`config.mk`:
```
export PLATFORM = sky130hd
export DESIGN_NAME = control_unit
export DESIGN_NICKNAME = d
export VERILOG_FILES = /design/src/rtl/control_unit.sv
export SDC_FILE = /design/constraint.sdc
export NUM_CORES = 1
export LEC_CHECK = 0
export BUFFER_PORTS_ARGS = -buffer_cell sky130_fd_sc_hd__buf_2
export CAP_MARGIN = 20
export CORE_ASPECT_RATIO = 1.4
export CORE_MARGIN = 2
export CORE_UTILIZATION = 38
export DETAILED_ROUTE_END_ITERATION = 10
export PLACE_DENSITY = 0.77
export SYNTH_ARGS = -nofsm -noshare
export SYNTH_HDL_FRONTEND = slang
export SYNTH_SLANG_ARGS = --single-unit
```
`constraint.sdc`:
```
create_clock -name clk -period 2 [get_ports clk]
set_input_delay 0.3 -clock clk [delete_from_list [all_inputs] [get_ports clk]]
set_output_delay 0.3 -clock clk [all_outputs]
set_load 0.02 [all_outputs]
```
`src/rtl/control_unit.sv`:
```
// Hardwired fetch/decode/execute sequencer (RST, T0-T7, HALT) driving the datapath strobes.
// Optional macro CU_MEM_WAIT_EN adds mem_ready and stretches T1, ld-T6 and st-T7 until it is high.
module control_unit (
    input  logic        clk,
    input  logic        reset,
`ifdef CU_MEM_WAIT_EN
    input  logic        mem_ready,
`endif
    input  logic [31:0] IR,
    output logic        Rin, Rout, Gra, Grb, Grc, BAout, R15ctrl,
    output logic        PCin, PCout, IncPC, IRin, MARin, MDRin, MDRout, Read, Write,
    output logic        Yin, Zin, ZLowout, ZHighout, Cout,
    output logic        HIin, HIout, LOin, LOout,
    output logic        InPortout, outPortin,
    output logic        conIn, conOut,
    output logic [3:0]  ALUselect,
    output logic        run
);

    typedef enum logic [3:0] {
        ST_RST, ST_T0, ST_T1, ST_T2, ST_T3, ST_T4, ST_T5, ST_T6, ST_T7, ST_HALT
    } state_t;

    localparam logic [4:0] OP_LD   = 5'b00000, OP_LDI  = 5'b00001, OP_ST   = 5'b00010;
    localparam logic [4:0] OP_ADDI = 5'b01011, OP_ANDI = 5'b01100, OP_ORI  = 5'b01101;
    localparam logic [4:0] OP_BR   = 5'b10010, OP_JR   = 5'b10011, OP_JAL  = 5'b10100;
    localparam logic [4:0] OP_IN   = 5'b10101, OP_OUT  = 5'b10110, OP_MFHI = 5'b10111;
    localparam logic [4:0] OP_MFLO = 5'b11000, OP_HALT = 5'b11011;

    state_t     state, next_state, last_state;
    logic [4:0] op;
    logic       mem_hold, mem_ok;
    logic       unused_ir;

    assign op        = IR[31:27];
    assign unused_ir = ^IR[26:0];

`ifdef CU_MEM_WAIT_EN
    assign mem_ok = mem_ready;
`else
    assign mem_ok = 1'b1;
`endif

    always_ff @(posedge clk) begin
        if (!reset) state <= ST_RST;
        else        state <= next_state;
    end

    // Final execute state per opcode; ST_T2 means no execute phase at all.
    always_comb begin
        last_state = ST_T2;
        case (op)
            OP_LD, OP_ST:                           last_state = ST_T7;
            OP_BR:                                  last_state = ST_T6;
            OP_LDI, OP_ADDI, OP_ANDI, OP_ORI:       last_state = ST_T5;
            OP_JAL:                                 last_state = ST_T4;
            OP_JR, OP_IN, OP_OUT, OP_MFHI, OP_MFLO,
            OP_HALT:                                last_state = ST_T3;
            default:                                last_state = ST_T2;
        endcase
    end

    assign mem_hold = (state == ST_T1) ||
                      (state == ST_T6 && op == OP_LD) ||
                      (state == ST_T7 && op == OP_ST);

    always_comb begin
        next_state = state;
        case (state)
            ST_RST:  next_state = ST_T0;
            ST_T0:   next_state = ST_T1;
            ST_T1:   next_state = ST_T2;
            ST_HALT: next_state = ST_HALT;
            default: begin
                if (state == last_state)
                    next_state = (op == OP_HALT && state == ST_T3) ? ST_HALT : ST_T0;
                else
                    next_state = state_t'(state + 4'd1);
            end
        endcase
        if (mem_hold && !mem_ok) next_state = state;
    end

    always_comb begin
        {Rin, Rout, Gra, Grb, Grc, BAout, R15ctrl}                        = '0;
        {PCin, PCout, IncPC, IRin, MARin, MDRin, MDRout, Read, Write}     = '0;
        {Yin, Zin, ZLowout, ZHighout, Cout}                               = '0;
        {HIin, HIout, LOin, LOout, InPortout, outPortin, conIn, conOut}   = '0;
        ALUselect = 4'b0000;
        run       = (state != ST_RST) && (state != ST_HALT);
        case (state)
            ST_T0: begin PCout = 1'b1; MARin = 1'b1; IncPC = 1'b1; Zin = 1'b1; ALUselect = 4'b1001; end
            ST_T1: begin ZLowout = 1'b1; PCin = 1'b1; Read = 1'b1; MDRin = 1'b1; end
            ST_T2: begin MDRout = 1'b1; IRin = 1'b1; end
            ST_T3: begin
                case (op)
                    OP_LD, OP_LDI, OP_ST:       begin Grb = 1'b1; BAout = 1'b1; Yin = 1'b1; end
                    OP_ADDI, OP_ANDI, OP_ORI:   begin Grb = 1'b1; Rout = 1'b1; Yin = 1'b1; end
                    OP_BR:   begin Gra = 1'b1; Rout = 1'b1; conIn = 1'b1; end
                    OP_JR:   begin Gra = 1'b1; Rout = 1'b1; PCin = 1'b1; end
                    OP_JAL:  begin R15ctrl = 1'b1; PCout = 1'b1; end
                    OP_IN:   begin Gra = 1'b1; Rin = 1'b1; InPortout = 1'b1; end
                    OP_OUT:  begin Gra = 1'b1; Rout = 1'b1; outPortin = 1'b1; end
                    OP_MFHI: begin HIout = 1'b1; Gra = 1'b1; Rin = 1'b1; end
                    OP_MFLO: begin LOout = 1'b1; Gra = 1'b1; Rin = 1'b1; end
                    default: ;
                endcase
            end
            ST_T4: begin
                case (op)
                    OP_LD, OP_LDI, OP_ST, OP_ADDI: begin Cout = 1'b1; Zin = 1'b1; ALUselect = 4'b0001; end
                    OP_ANDI: begin Cout = 1'b1; Zin = 1'b1; ALUselect = 4'b0110; end
                    OP_ORI:  begin Cout = 1'b1; Zin = 1'b1; ALUselect = 4'b0111; end
                    OP_BR:   begin PCout = 1'b1; Yin = 1'b1; end
                    OP_JAL:  begin Gra = 1'b1; Rout = 1'b1; PCin = 1'b1; end
                    default: ;
                endcase
            end
            ST_T5: begin
                case (op)
                    OP_LD, OP_ST: begin ZLowout = 1'b1; MARin = 1'b1; end
                    OP_LDI, OP_ADDI, OP_ANDI, OP_ORI: begin ZLowout = 1'b1; Gra = 1'b1; Rin = 1'b1; end
                    OP_BR:   begin Cout = 1'b1; Zin = 1'b1; ALUselect = 4'b0001; end
                    default: ;
                endcase
            end
            ST_T6: begin
                case (op)
                    OP_LD:   begin Read = 1'b1; MDRin = 1'b1; end
                    OP_ST:   begin MDRin = 1'b1; Gra = 1'b1; Rout = 1'b1; end
                    OP_BR:   begin ZLowout = 1'b1; conOut = 1'b1; end
                    default: ;
                endcase
            end
            ST_T7: begin
                case (op)
                    OP_LD:   begin MDRout = 1'b1; Gra = 1'b1; Rin = 1'b1; end
                    OP_ST:   begin MDRout = 1'b1; Write = 1'b1; end
                    default: ;
                endcase
            end
            default: ;
        endcase
    end

endmodule

```
## Word level (Yosys, flattened, before mapping)

Memory sizes are Yosys's and may differ from the RTL's.
Index checks and enable logic that the tools add are counted.

- Register bits after elaboration: 4
- Bits in read-only memories: 128
- Word-level logic and storage cells: 87
- Memories kept: 1

Memory list:

| memory | words | bits a word | read ports | clocked after memory_dff | write ports | line | text |
|---|---|---|---|---|---|---|---|
| (name not given) | 32 | 4 | 1 | 0 | 0 | 52 | `case (op)` |

- Add/subtract/negate cells: 1
- Equality and inequality tests: 24
- Muxes and demuxes: 47
- Reductions and logical operators: 13

Operators with widths:

| kind | count |
|---|---|
| 5-bit == test, second input constant | 8 |
| 1-bit 2-to-1 mux | 29 |
| 1-bit one-hot mux with 3 select lines | 6 |
| 6-bit OR reduction | 3 |
| 4-bit by 3-bit == test with 1-bit output, second input constant | 4 |
| 4-bit one-hot mux with 4 select lines | 1 |
| 5-bit by 4-bit == test with 1-bit output, second input constant | 3 |
| 1-bit one-hot mux with 2 select lines | 6 |
| 4-bit one-hot mux with 3 select lines | 1 |
| 3-bit one-hot mux with 3 select lines | 1 |
| 4-bit by 2-bit == test with 1-bit output, second input constant | 2 |
| 4-bit == test, second input constant | 2 |
| 4-bit 2-to-1 mux | 2 |
| 4-bit OR reduction | 2 |
| 3-bit OR reduction | 2 |
| 5-bit by 1-bit == test with 1-bit output, second input constant | 1 |
| 5-bit by 2-bit == test with 1-bit output, second input constant | 1 |
| 5-bit zero test | 1 |
| 1-bit one-hot mux with 5 select lines | 1 |
| 4-bit by 1-bit adder with 4-bit output, second input constant | 1 |
| 4-bit by 1-bit == test with 1-bit output, second input constant | 1 |
| 4-bit == test | 1 |
| 4-bit zero test | 1 |
| 4-bit != test, second input constant | 1 |
| 3 further kinds | 4 |

## Logic depth before layout (Yosys ltp)

- Depth after elaboration: 5
- Mapped depth: 8

## Worst setup path after synthesis

OpenSTA, ideal clock, no wires.

- Kind: input to output
- From: in IR[27]
- To: out Zin
- Data arrival time: 1.907 ns
- Data required time: 1.700 ns
- Slack: -0.207 ns
- Cell stages on the path: 8
- Buffers on the path: 1
- Path through: inv_1 -> ha_1 -> buf_2 -> nor3_1 -> a2111oi_2 -> nor2b_1 -> o22ai_1 -> nand2b_1

- Cells in the longest elaborated chain, start to end: 4
- Elaborated cells between the ends (all ways): 11
- Classes of those cells: eq/ne (6); mux (3); reduce/logical (2)

RTL lines:

| element | line | text |
|---|---|---|
| start: declaration | 9 | `input logic [31:0] IR,` |
| 5-bit by 2-bit == test with 1-bit output, or another cell as far along | 110 | `case (op)` |
| 6-bit OR reduction (no source line) | - |  |
| 1-bit 2-to-1 mux | 110 |  |
| 1-bit one-hot mux with 3 select lines * | 91 | `case (state)` |
| end: declaration | 12 | `output logic Yin, Zin, ZLowout, ZHighout, Cout,` |

Mark *: on every way between the ends. The rest lies on a longest branch, timed or not.

## Worst setup path after layout

- From: reg state[2]
- To: out Gra

- Cells in the longest elaborated chain, start to end: 2
- Elaborated cells between the ends (all ways): 6
- Classes of those cells: eq/ne (5); mux (1)

RTL lines:

| element | line | text |
|---|---|---|
| start: declaration | 30 | `state_t state, next_state, last_state;` |
| start signal: assignment | 46 | `else state <= next_state;` |
| 4-bit == test / 4-bit by 3-bit == test with 1-bit output (equally long branches) | 91 |  |
| 1-bit one-hot mux with 5 select lines * | 91 |  |
| end: declaration | 10 | `output logic Rin, Rout, Gra, Grb, Grc, BAout, R15ctrl,` |

Marked as above.

==> impl_metrics.py <==
metrics = {
    "flow_run": {
        "max_cap_violations": 0,
    },
    "yosys": {
        "synth_sequential_area_ratio_pct": 7.80,
        "number_of_synthesized_flops_with_an_enable_pin": 0,
        "number_of_register_bits_inferred_by_synthesis": 4,
        "postSynth.asyncResetShare_pct": 0,
        "synth.yosys.warnings": 0,
        "synth_area_um2": 1030,
        "dominantRegCellSynth": "dfxtp_1",
        "synth_cell_types": 47,
        "synth_area_per_cell_um2": 6.75,
        "synth_cells": 152,
    },
    "placed_design": {
        "place_inst": 247,
        "routabilityCongestion": 0.852,
        "count_of_input_and_output_buffers": 36,
        "detailed_place_hpwl_um": 2590,
    },
    "clock_tree": {
        "max-clock-path-buffers": 2,
        "cts-root-buf": "clkbuf_4",
        "clkLatencyLatePin_ns": 0.25,
        "worst_setup_hold_path_clk_slew_ns": 0.04,
        "clock_tree.htree_level_count": 1,
        "tritoncts_clock_tree": "built",
        "number_of_sinks_driven_by_the_clock_tree": 4,
        "number_of_cts_inserted_buffers": 3,
    },
    "power": {
        "vdd.ir_drop.worst_v": 0.000417,
        "static_power_due_to_leakage_nw": 0.853,
        "powerDensity_nw_per_um2": 712,
    },
    "cells_and_area": {
        "utilization_pct": 68.5,
        "n_fill_cell": 206,
        "register_bank_with_the_most_flops": "state",
        "insertedDiodeCount": 0,
        "largest_register_ffs": 4,
        "layout-area-overhead-vs-synth_pct": 72.7,
        "area_used_by_multi_input_combinational_logic_um2": 1080,
        "largestRegisters": "state (4)",
        "final_nets": 261,
        "fraction_of_final_layout_cells_with_drive_strength_greater_than_1_pct": 57.9,
        "instances_no_fill": 252,
        "final-seq-area_um2": 86.3,
        "layout_commonest_cell": "buf_4",
        "final_cell_mix": "buf_4 (36), buf_2 (30), nand2_1 (12)",
    },
    "global_route": {
        "grt_max_degree": 15,
        "overflow_left_after_global_routing": 0,
        "wire_length_of_the_first_global_routing_pass_um": 5130,
        "grt_pass1_vias": 1244,
        "grt_antenna_before_repair": 0,
        "gr_usage_total_pct": 22.5,
    },
    "drt": {
        "drc_errors": 0,
        "drt_first_pass_iters": 4,
        "postRouteWirelength_um": 3650,
        "routed_wire_length_per_instance_um": 14.5,
        "routed_via_density": 5.47,
        "postRouteAntennaNets": 0,
        "detailroute.via_count": 1378,
        "drt-initial-drc-count": 87,
    },
    "min_path": {
        "start_point_of_the_worst_min_delay_path": "reset",
        "number_of_cells_on_the_worst_hold_path": 3,
        "hold_path.class": "in2reg",
        "end_of_the_worst_hold_path": "state[1]$_SDFF_PN0_",
    },
    "timing": {
        "setup_violations": 0,
        "timing_max_transition_violations_final": 0,
        "setup_repair_after_global_routing_missed_its_margin": "true",
        "clock_tree_skew_after_final_layout_ns": 0.00439,
        "timing.final.hold_violations": 0,
        "post-route-period-util_pct": 99.9,
        "min_period_ns": 2.00,
        "clock.fmax_mhz": 501,
        "fin_hold_ws_ns": 0.305,
        "tns_ns": 0,
    },
    "floorplanning": {
        "die_width_um": 47.9,
        "initial_utilization_pct": 39.7,
        "core-area_um2": 2590,
        "die_h_um": 65.5,
        "num_rows": 22,
        "io_pins": 68,
        "die-area_um2": 3140,
    },
    "worst_setup_path": {
        "worst-path-max-fanout": 4,
        "worst_path_max_delay_cell": "dfxtp_2",
        "cp_data_arrival_time_ns": 1.70,
        "timing.critical_path.cells": "nor2b_4 > buf_4 > and3_4 > o211ai_1 > nand3_2 > nand2b_4 > buf_6",
        "r2r-end": "state[3]$_SDFF_PN0_",
        "setup.reg_to_reg.worst_slack_ns": 0.34,
        "max_stage_delay_ns": 0.32,
        "reg2reg_from": "state[0]$_SDFF_PN0_",
        "worst-r2r-cell-count": 6,
        "worst_setup_path_start_kind": "flop",
        "crit_type": "reg2out",
        "worst-endpoint-required_ns": 1.70,
        "endpoint_kind": "output port",
    },
    "status": {
        "outcome": "completed",
    },
}
metal layers:
metal  wire (um)  vias to the layer above  track usage (%)
li1            -                      666                -
met1        1410                      654             25.4
met2        2010                       51             38.3
met3         143                        7             1.65
met4          87                        0             13.9
met5           0                        -                0
through the flow:
step | cell area, um^2 | power [W] | worst slack (ns)
3_5_place_dp | 1440 | 0.000938 | -0.223
6_report | 1770 | 0.00126 | 0.00269
3_3_place_gp | 1440 | 0.000919 | -0.189
4_1_cts | 1530 | 0.00108 | -0.0114
5_1_grt | 1770 | 0.00135 | -0.0590
2_1_floorplan | 1050 | 0.000669 | -0.0347
what timing repair did:
item	CTS	global route
gates resized for setup	18	58
buffers inserted	0	2
endpoints found under the hold margin	0	0
setup endpoints to repair	13	17
pin swaps	1	9
hold buffers	0	0
report_power, final:
part	switching, W	internal (W)	leakage [nW]	total (W)
registers	0.0000363	0.000107	0.0344	0.000143
clock network	0.0000406	0.0000676	0.0138	0.000108
logic	0.000576	0.000435	0.805	0.00101
worst max-delay path by stage:
stage                                      to  cells after the start           startpoint  slack [ns]
after CTS                               PCout                      6  state[0]$_SDFF_PN0_       -0.01
after global routing                      Gra                      7  state[2]$_SDFF_PN0_       -0.06
after global placement    state[0]$_SDFF_PN0_                      8               IR[27]       -0.19
final                                     Gra                      7  state[2]$_SDFF_PN0_       0.003
after detailed placement  state[0]$_SDFF_PN0_                      8               IR[27]       -0.22
after floorplan                           Zin                      8               IR[27]       -0.03
final cells by class:
cell class                      instances  area share (%)
Inverter                                8            2.54
Timing Repair Buffer                   72            28.0
Tap cell                               36            2.54
Sequential cell                         4            4.87
Multi-Input combinational cell        129            60.7
Clock buffer                            3            1.27
synthesized netlist by cell type, drive strengths merged (2+ instances only):
cell type	number	share of area [%]
o31ai	2	1.5
nand3	8	3.9
ha	9	11
nor3	5	2.4
nand2	16	5.9
o211ai	4	2.9
inv	8	2.9
dfxtp	4	7.8
o21ai	9	4.8
buf	12	7.6
nand2b	8	4.9
clkbuf	2	0.73
o311ai	2	1.7
xnor2	3	2.6
or2	3	1.8
nor2	10	3.7
and3	10	6.6
a21oi	8	4.3
nor2b	6	3.7
xor2	2	1.7
critical path, delay by kind of cell (launching register included):
| family | cells | cell delay, ns |
|---|---|---|
| AO/OA/AOI/OAI | 1 | 0.25 |
| flip-flops | 1 | 0.32 |
| AND/OR/NAND/NOR | 4 | 0.61 |
| buffers and inverters | 2 | 0.26 |
logic make-up after synthesis:
kind of cell,after synthesis,synth area share [%]
fa+ha+maj,9,11.0
xor+xnor,5,4.27
mux,1,0.976
other cells,1,0.366
flops,4,7.81
buf+inv,22,11.2
compound gates,37,25.5
simple gates,73,38.9
Power figures use the tool's default switching activity.
